File: src/rtl/somador_serial_pkg.sv
// Shared definitions for the bit-serial adder: FSM encoding and legal WIDTH range.
// Optional signed-overflow output is enabled with SOMADOR_SERIAL_OVF_EN.
package somador_serial_pkg;

  typedef enum logic [1:0] {
    ST_IDLE  = 2'd0,
    ST_SHIFT = 2'd1,
    ST_DONE  = 2'd2
  } state_e;

  localparam int WIDTH_MIN     = 2;
  localparam int WIDTH_MAX     = 32;
  localparam int WIDTH_DEFAULT = 8;

endpackage

File: src/rtl/somador_serial_if.sv
// Operand/result handshake bundle for somador_serial; ovf exists only with SOMADOR_SERIAL_OVF_EN.
// Both sides follow valid/ready: a transfer happens at a rising edge where valid && ready; the
// source holds its payload stable while valid is high and ready is low.
interface somador_serial_if #(
  parameter int WIDTH = 8
);

  logic             in_valid;
  logic             in_ready;
  logic [WIDTH-1:0] A;
  logic [WIDTH-1:0] B;
  logic             cin;
  logic             out_valid;
  logic             out_ready;
  logic [WIDTH-1:0] R;
  logic             Cout;
`ifdef SOMADOR_SERIAL_OVF_EN
  logic             ovf;
`endif

  modport master (
    output in_valid, A, B, cin, out_ready,
    input  in_ready, out_valid, R, Cout
`ifdef SOMADOR_SERIAL_OVF_EN
    , input ovf
`endif
  );

  modport slave (
    input  in_valid, A, B, cin, out_ready,
    output in_ready, out_valid, R, Cout
`ifdef SOMADOR_SERIAL_OVF_EN
    , output ovf
`endif
  );

endinterface

File: src/rtl/somador_completo_bit.sv
// One-bit full adder built from two half adders with the carries ORed.
module somador_completo_bit (
  input  logic a_i,
  input  logic b_i,
  input  logic c_i,
  output logic s_o,
  output logic co_o
);

  logic s1;
  logic c1;
  logic c2;

  somador_meio u_ha0 (
    .a_i (a_i),
    .b_i (b_i),
    .s_o (s1),
    .c_o (c1)
  );

  somador_meio u_ha1 (
    .a_i (s1),
    .b_i (c_i),
    .s_o (s_o),
    .c_o (c2)
  );

  assign co_o = c1 | c2;

endmodule

File: src/rtl/somador_meio.sv
// Half adder: the basic building block shared by the ULA adders.
module somador_meio (
  input  logic a_i,
  input  logic b_i,
  output logic s_o,
  output logic c_o
);

  assign s_o = a_i ^ b_i;
  assign c_o = a_i & b_i;

endmodule

File: src/rtl/somador_serial.sv
// Bit-serial WIDTH-bit adder: one full-adder slice reused over WIDTH clocks with a registered carry.
// Define SOMADOR_SERIAL_OVF_EN to add the signed-overflow flag (bus.ovf).
module somador_serial
  import somador_serial_pkg::*;
#(
  parameter int WIDTH = WIDTH_DEFAULT
) (
  input  logic               clk,
  input  logic               rst,
  somador_serial_if.slave    bus,
  output state_e             state_o
);

  localparam int              CNT_W    = $clog2(WIDTH);
  localparam logic [CNT_W-1:0] CNT_LAST = CNT_W'(WIDTH - 1);

  state_e             state_q, state_d;
  logic [WIDTH-1:0]   a_sh_q, a_sh_d;
  logic [WIDTH-1:0]   b_sh_q, b_sh_d;
  logic [WIDTH-1:0]   r_q, r_d;
  logic               carry_q, carry_d;
  logic [CNT_W-1:0]   cnt_q, cnt_d;
  logic               fa_s;
  logic               fa_co;
`ifdef SOMADOR_SERIAL_OVF_EN
  logic               ovf_q, ovf_d;
`endif

  somador_completo_bit u_fa (
    .a_i  (a_sh_q[0]),
    .b_i  (b_sh_q[0]),
    .c_i  (carry_q),
    .s_o  (fa_s),
    .co_o (fa_co)
  );

  always_ff @(posedge clk) begin
    if (rst) begin
      state_q <= ST_IDLE;
      a_sh_q  <= '0;
      b_sh_q  <= '0;
      r_q     <= '0;
      carry_q <= 1'b0;
      cnt_q   <= '0;
`ifdef SOMADOR_SERIAL_OVF_EN
      ovf_q   <= 1'b0;
`endif
    end else begin
      state_q <= state_d;
      a_sh_q  <= a_sh_d;
      b_sh_q  <= b_sh_d;
      r_q     <= r_d;
      carry_q <= carry_d;
      cnt_q   <= cnt_d;
`ifdef SOMADOR_SERIAL_OVF_EN
      ovf_q   <= ovf_d;
`endif
    end
  end

  always_comb begin
    state_d = state_q;
    a_sh_d  = a_sh_q;
    b_sh_d  = b_sh_q;
    r_d     = r_q;
    carry_d = carry_q;
    cnt_d   = cnt_q;
`ifdef SOMADOR_SERIAL_OVF_EN
    ovf_d   = ovf_q;
`endif
    case (state_q)
      ST_IDLE: begin
        if (bus.in_valid) begin
          a_sh_d  = bus.A;
          b_sh_d  = bus.B;
          carry_d = bus.cin;
          cnt_d   = '0;
          state_d = ST_SHIFT;
        end
      end
      ST_SHIFT: begin
        // Sum bits enter at the MSB so after WIDTH shifts bit 0 sits at R[0].
        r_d     = {fa_s, r_q[WIDTH-1:1]};
        carry_d = fa_co;
        a_sh_d  = {1'b0, a_sh_q[WIDTH-1:1]};
        b_sh_d  = {1'b0, b_sh_q[WIDTH-1:1]};
        if (cnt_q == CNT_LAST) begin
          state_d = ST_DONE;
`ifdef SOMADOR_SERIAL_OVF_EN
          ovf_d   = carry_q ^ fa_co;
`endif
        end else begin
          cnt_d = cnt_q + 1'b1;
        end
      end
      ST_DONE: begin
        if (bus.out_ready) begin
          state_d = ST_IDLE;
        end
      end
      default: state_d = ST_IDLE;
    endcase
  end

  assign bus.in_ready  = (state_q == ST_IDLE);
  assign bus.out_valid = (state_q == ST_DONE);
  assign bus.R         = r_q;
  assign bus.Cout      = carry_q;
`ifdef SOMADOR_SERIAL_OVF_EN
  assign bus.ovf       = (state_q == ST_DONE) & ovf_q;
`endif
  assign state_o       = state_q;

endmodule

File: src/flat_wrapper.sv
// flat-port wrapper written by rule: the top's interface ports become plain ports
module somador_serial_flat import somador_serial_pkg::*;
#(
  parameter int WIDTH = WIDTH_DEFAULT
)
  (clk, rst, state_o, bus_in_valid, bus_A, bus_B, bus_cin, bus_out_ready, bus_in_ready, bus_out_valid, bus_R, bus_Cout);
  somador_serial_if #(.WIDTH(WIDTH)) bus_i ();
  input  logic clk;
  input  logic rst;
  output state_e state_o;
  input wire logic [$bits(bus_i.in_valid)-1:0] bus_in_valid;
  input wire logic [$bits(bus_i.A)-1:0] bus_A;
  input wire logic [$bits(bus_i.B)-1:0] bus_B;
  input wire logic [$bits(bus_i.cin)-1:0] bus_cin;
  input wire logic [$bits(bus_i.out_ready)-1:0] bus_out_ready;
  output wire logic [$bits(bus_i.in_ready)-1:0] bus_in_ready;
  output wire logic [$bits(bus_i.out_valid)-1:0] bus_out_valid;
  output wire logic [$bits(bus_i.R)-1:0] bus_R;
  output wire logic [$bits(bus_i.Cout)-1:0] bus_Cout;
  assign bus_i.in_valid = bus_in_valid;
  assign bus_i.A = bus_A;
  assign bus_i.B = bus_B;
  assign bus_i.cin = bus_cin;
  assign bus_i.out_ready = bus_out_ready;
  assign bus_in_ready = bus_i.in_ready;
  assign bus_out_valid = bus_i.out_valid;
  assign bus_R = bus_i.R;
  assign bus_Cout = bus_i.Cout;
  somador_serial #(.WIDTH(WIDTH)) u_core (.clk(clk), .rst(rst), .bus(bus_i), .state_o(state_o));
endmodule
File: config.mk
export PLATFORM = sky130hd
export DESIGN_NAME = somador_serial_flat
export DESIGN_NICKNAME = d
export VERILOG_FILES = /design/src/rtl/somador_serial_pkg.sv /design/src/rtl/somador_serial_if.sv /design/src/rtl/somador_completo_bit.sv /design/src/rtl/somador_meio.sv /design/src/rtl/somador_serial.sv /design/src/flat_wrapper.sv
export SDC_FILE = /design/constraint.sdc
export NUM_CORES = 1
export LEC_CHECK = 0
export CAP_MARGIN = 15
export CORE_ASPECT_RATIO = 1.75
export CORE_MARGIN = 1
export CORE_UTILIZATION = 30
export DETAILED_ROUTE_END_ITERATION = 8
export HOLD_SLACK_MARGIN = 0.15
export PLACE_DENSITY = 0.56
export RECOVER_POWER = 100
export SLEW_MARGIN = 20
export SYNTH_ARGS = -nofsm -noshare
export SYNTH_HDL_FRONTEND = slang
export SYNTH_HIERARCHICAL = 1
export SYNTH_SLANG_ARGS = --single-unit
File: constraint.sdc
create_clock -name clk -period 1.66 [get_ports clk]
set_clock_uncertainty 0.2 [all_clocks]
set_input_delay 0.332 -clock clk [delete_from_list [all_inputs] [get_ports clk]]
set_output_delay 0.332 -clock clk [all_outputs]
set_load 0.02 [all_outputs]
==> results summary <==
The aggregate global routing overflow is 0. The count of distinct cell types in the synthesized netlist is 25. Dividing the detail-routed via count by the number of cells gives 4.90. The initial antenna violation count is 0. The synthesis-to-layout area growth came out at 31.5%.

In this run the cell area measured after placement is 0.00188 mm^2. For hold timing, the worst endpoint is u_core/bus.R[4]. In the finished design, the share of the clock period the worst path needs comes to 96.9%.

The finished cells cover 0.00193 mm^2. The library cell used as clock root buffer is sky130_fd_sc_hd__clkbuf_8. The overall via count from detail_route is 1171. Once the floorplan was initialized, standard cells occupied 31.2% of the core. The site row count is 33. The number of placed instances, taps included came out at 231.

Counting every net in the synthesized netlist gives 170. The achievable frequency came out at 0.622 GHz. The number of levels in the clock H-tree came out at 2. The top cell type's share of synthesized area came out at 40.9%. The hold violation total from the final report is 0. The peak fanout along the critical path is 7. The routability congestion estimate from global placement came out at 0.672. The per-instance average area after synthesis is 10.1 um^2. The yosys synthesis warning count is 6. TritonCTS built the clock tree.

Hold timing on the final database bottoms out at a slack of 0.272 ns. The layout net count came out at 211. Ranked by instance count, the synthesized netlist is headed by 30 x sky130_fd_sc_hd__dfxtp_1, 19 x sky130_fd_sc_hd__nand2_1, 16 x sky130_fd_sc_hd__mux2i_1. The number of global-route vias before repair is 1269. In the post-synthesis netlist, the biggest area contributors are sky130_fd_sc_hd__dfxtp_1 41%, sky130_fd_sc_hd__a211oi_2 13%, sky130_fd_sc_hd__mux2i_1 11%. The worst register-to-register path ends at u_core/bus.Cout.

The setup slack at placement is -0.106 ns. Setup repair after global routing left no endpoint under its margin. The internal power of the cells totals 1250 uW. The beginning of the worst register-to-register path is u_core/a_sh_q[0]. In this run the worst hold path is classified as reg2reg.

The die boundary height came out at 94.5 um. The portion of total power attributed to combinational logic came out at 16.9%. The critical path endpoint category is a flip-flop. The worst setup slack for register-to-register paths came out at 0.11 ns.

The number of design-rule violations left by the first detailed-router iteration came out at 20. After synthesis the netlist holds a flip-flop and latch count of 30. The first-pass GRT wire length came out at 5430 um. In this run, synthesis inferred 0 flip-flops with an integrated enable. The total setup buffers inserted after CTS is 0. The worst path needs 1.61 ns of the cycle, external delays included. The netlist area before placement is 0.00147 mm^2. The final HPWL from detailed placement came out at 2220 um. The depth of the most critical reg-to-reg path is 5. Across the run, the number of max-cap violations was 0. The wire length reported by the detailed router came out at 3240 um. The part of the total power dissipated in sequential elements is 47.6%.

The number of sinks driven by the clock tree is 30. The die is 54.9 um wide. The proportion of synthesized flip-flops having asynchronous set or reset came out at 0%. The most frequent cell after synthesis is sky130_fd_sc_hd__dfxtp_1. After technology mapping, the gate count stands at 145. 0 antenna diodes ended up in the layout. Clock latency on the worst-skew pair, taken at its later pin, is 0.28 ns. The final number of setup-violating endpoints is 0. sky130_fd_sc_hd__dfxtp_1 takes more of the synthesized area than any other cell.

The maximum number of pins on one net before global-route repair came out at 31. During I/O placement, the number of pins put on the boundary was 34. The worst path required time is 1.66 ns. The clock-pin transition on the worst setup and hold timing paths came out at 0.06 ns.

The register area share after synthesis came out at 40.9%. The average detailed-routed wire length per instance came out at 13.6 um. In this run the top signal layer used is met4. The first-pass detailed-route iteration total came out at 4. Net switching is 25.8% of the power. VDD sags by at most 0.609 mV. The start point of the worst min-delay path is u_core/bus.R[4]. The flow ran to the end, and the final reports show no timing, DRC or antenna violations. The setup slack of the critical path after layout is 0.0520 ns. The final antenna-violating net count came out at 0. The worst-case headroom to the max-slew limit is 80.7%. Counting along the longest clock path gives a buffer depth of 2. The max-slew violation count is 0. The met1 layer wirelength in the final routing is 1340 um. The total power per unit cell area came out at 873 mW/mm^2. The CTS buffer count came out at 5. The total length of routed met3 wires is 209 um. For the pin with the worst max-slew slack, the measured transition is 0.290 ns. For this design the static power due to leakage is 0.000771 uW. Data arrives at the worst endpoint at 1.60 ns. The count of unresolved DRC violations after routing came out at 0. The switching power is 435 uW.

The share of layout cells above drive strength 1 is 27.3%. The clock network burns 35.5% of the power. The critical path is of the in2reg type.

The standard cell core area is 0.00471 mm^2. The top flip-flop cell by instance count after synthesis is sky130_fd_sc_hd__dfxtp_1. The total routing resource utilization after global routing is 14.4%. Once layout is complete, the cells apart from fillers number 239.

The wire length on met2 is 1630 um. The worst setup path is launched from an input port. The total die area came out at 0.00519 mm^2.

The worst hold path passes through 2 cells. The count of input and output buffers is 33.
-- worst max-delay path, stage by stage --
cell and delay, ns:
sky130_fd_sc_hd__dlygate4sd3_1 0.61, sky130_fd_sc_hd__o21ba_4 0.18, sky130_fd_sc_hd__clkbuf_2 0.23, sky130_fd_sc_hd__nor2_2 0.06, sky130_fd_sc_hd__a211oi_2 0.20
-- cell type report --
class / count / area [um^2]
fillers: 500 / 2780
well taps: 52 / 65.1
clock buffers: 7 / 86.3
inverters: 2 / 7.51
multi-input cells: 101 / 737
flip-flops and latches: 30 / 604
clock inverters: 1 / 5.00
repair buffers: 46 / 425
-- placed cells by master (no fill, tap or decap), types with 4 or more instances in the layout --
cell type | synthesis | final
sky130_fd_sc_hd__clkbuf_8 | 0 | 6
sky130_fd_sc_hd__nor2_1 | 5 | 4
sky130_fd_sc_hd__a211oi_2 | 15 | 7
sky130_fd_sc_hd__mux2i_1 | 16 | 16
sky130_fd_sc_hd__a21oi_1 | 9 | 9
sky130_fd_sc_hd__a211oi_1 | 0 | 8
sky130_fd_sc_hd__buf_4 | 3 | 7
sky130_fd_sc_hd__dlygate4sd2_1 | 0 | 10
sky130_fd_sc_hd__nor2_2 | 15 | 16
sky130_fd_sc_hd__clkdlybuf4s50_1 | 0 | 19
sky130_fd_sc_hd__nand3_1 | 4 | 4
sky130_fd_sc_hd__nand2_1 | 19 | 19
sky130_fd_sc_hd__dfxtp_1 | 30 | 27
-- how the worst max path moves through the flow --
stage,startpoint,end,slack (ns),cells after the start
global route,bus_in_valid,u_core/a_sh_q[0],0.02,5
detailed placement,bus_in_valid,u_core/a_sh_q[0],-0.11,5
CTS,u_core/state_o[1],state_o[1],0.01,2
global placement,bus_in_valid,u_core/a_sh_q[2],-0.05,5
finish,bus_in_valid,u_core/a_sh_q[3],0.05,5
floorplan,u_core/a_sh_q[0],u_core/bus.Cout,0.11,5
-- per-layer routing --
layer,GRT usage (%),vias up
li1,-,588
met1,15.7,543
met2,24.2,33
met3,4.67,7
met4,6.41,0
met5,0,-
-- through the flow --
stage | utilization, % | TNS (ns) | power (uW)
2_1_floorplan | - | 0 | 1010
3_3_place_gp | 39.9 | -0.620 | 1110
3_5_place_dp | 39.9 | -1.15 | 1120
4_1_cts | 41.5 | 0 | 1730
5_1_grt | 41.0 | 0 | 1790
6_report | 41.0 | 0 | 1690
-- repair_timing --
item                                    in CTS  in global routing
resized for setup                           19                 10
pin swaps                                    0                  1
hold buffers                                 0                  0
endpoints found under the setup margin      13                  8
-- cells by family after synthesis --
family / Yosys count / share of synthesized area [%]
flops: 30 / 40.9
fa+ha+maj: 4 / 3.41
compound gates: 32 / 20.5
buf+inv: 14 / 7.76
mux: 16 / 10.9
simple gates: 49 / 16.5
-- flip-flops by register name, indices dropped and copies added, names as in the netlist --
| name | cells |
|---|---|
| u_core/a_sh_q | 8 |
| u_core/b_sh_q | 8 |
| u_core/bus.Cout | 1 |
| u_core/bus.R | 8 |
| u_core/cnt_q | 3 |
| u_core/state_o | 2 |
-- power by group through the flow --
stage	Clock, uW	Sequential [uW]	Combinational [uW]
after floorplan	0	814	197
final	598	802	285
after CTS	631	798	304
after global routing	667	808	313
after detailed placement	0	814	308
after global placement	0	813	299
Note: power is estimated with default switching activity, not from simulation.
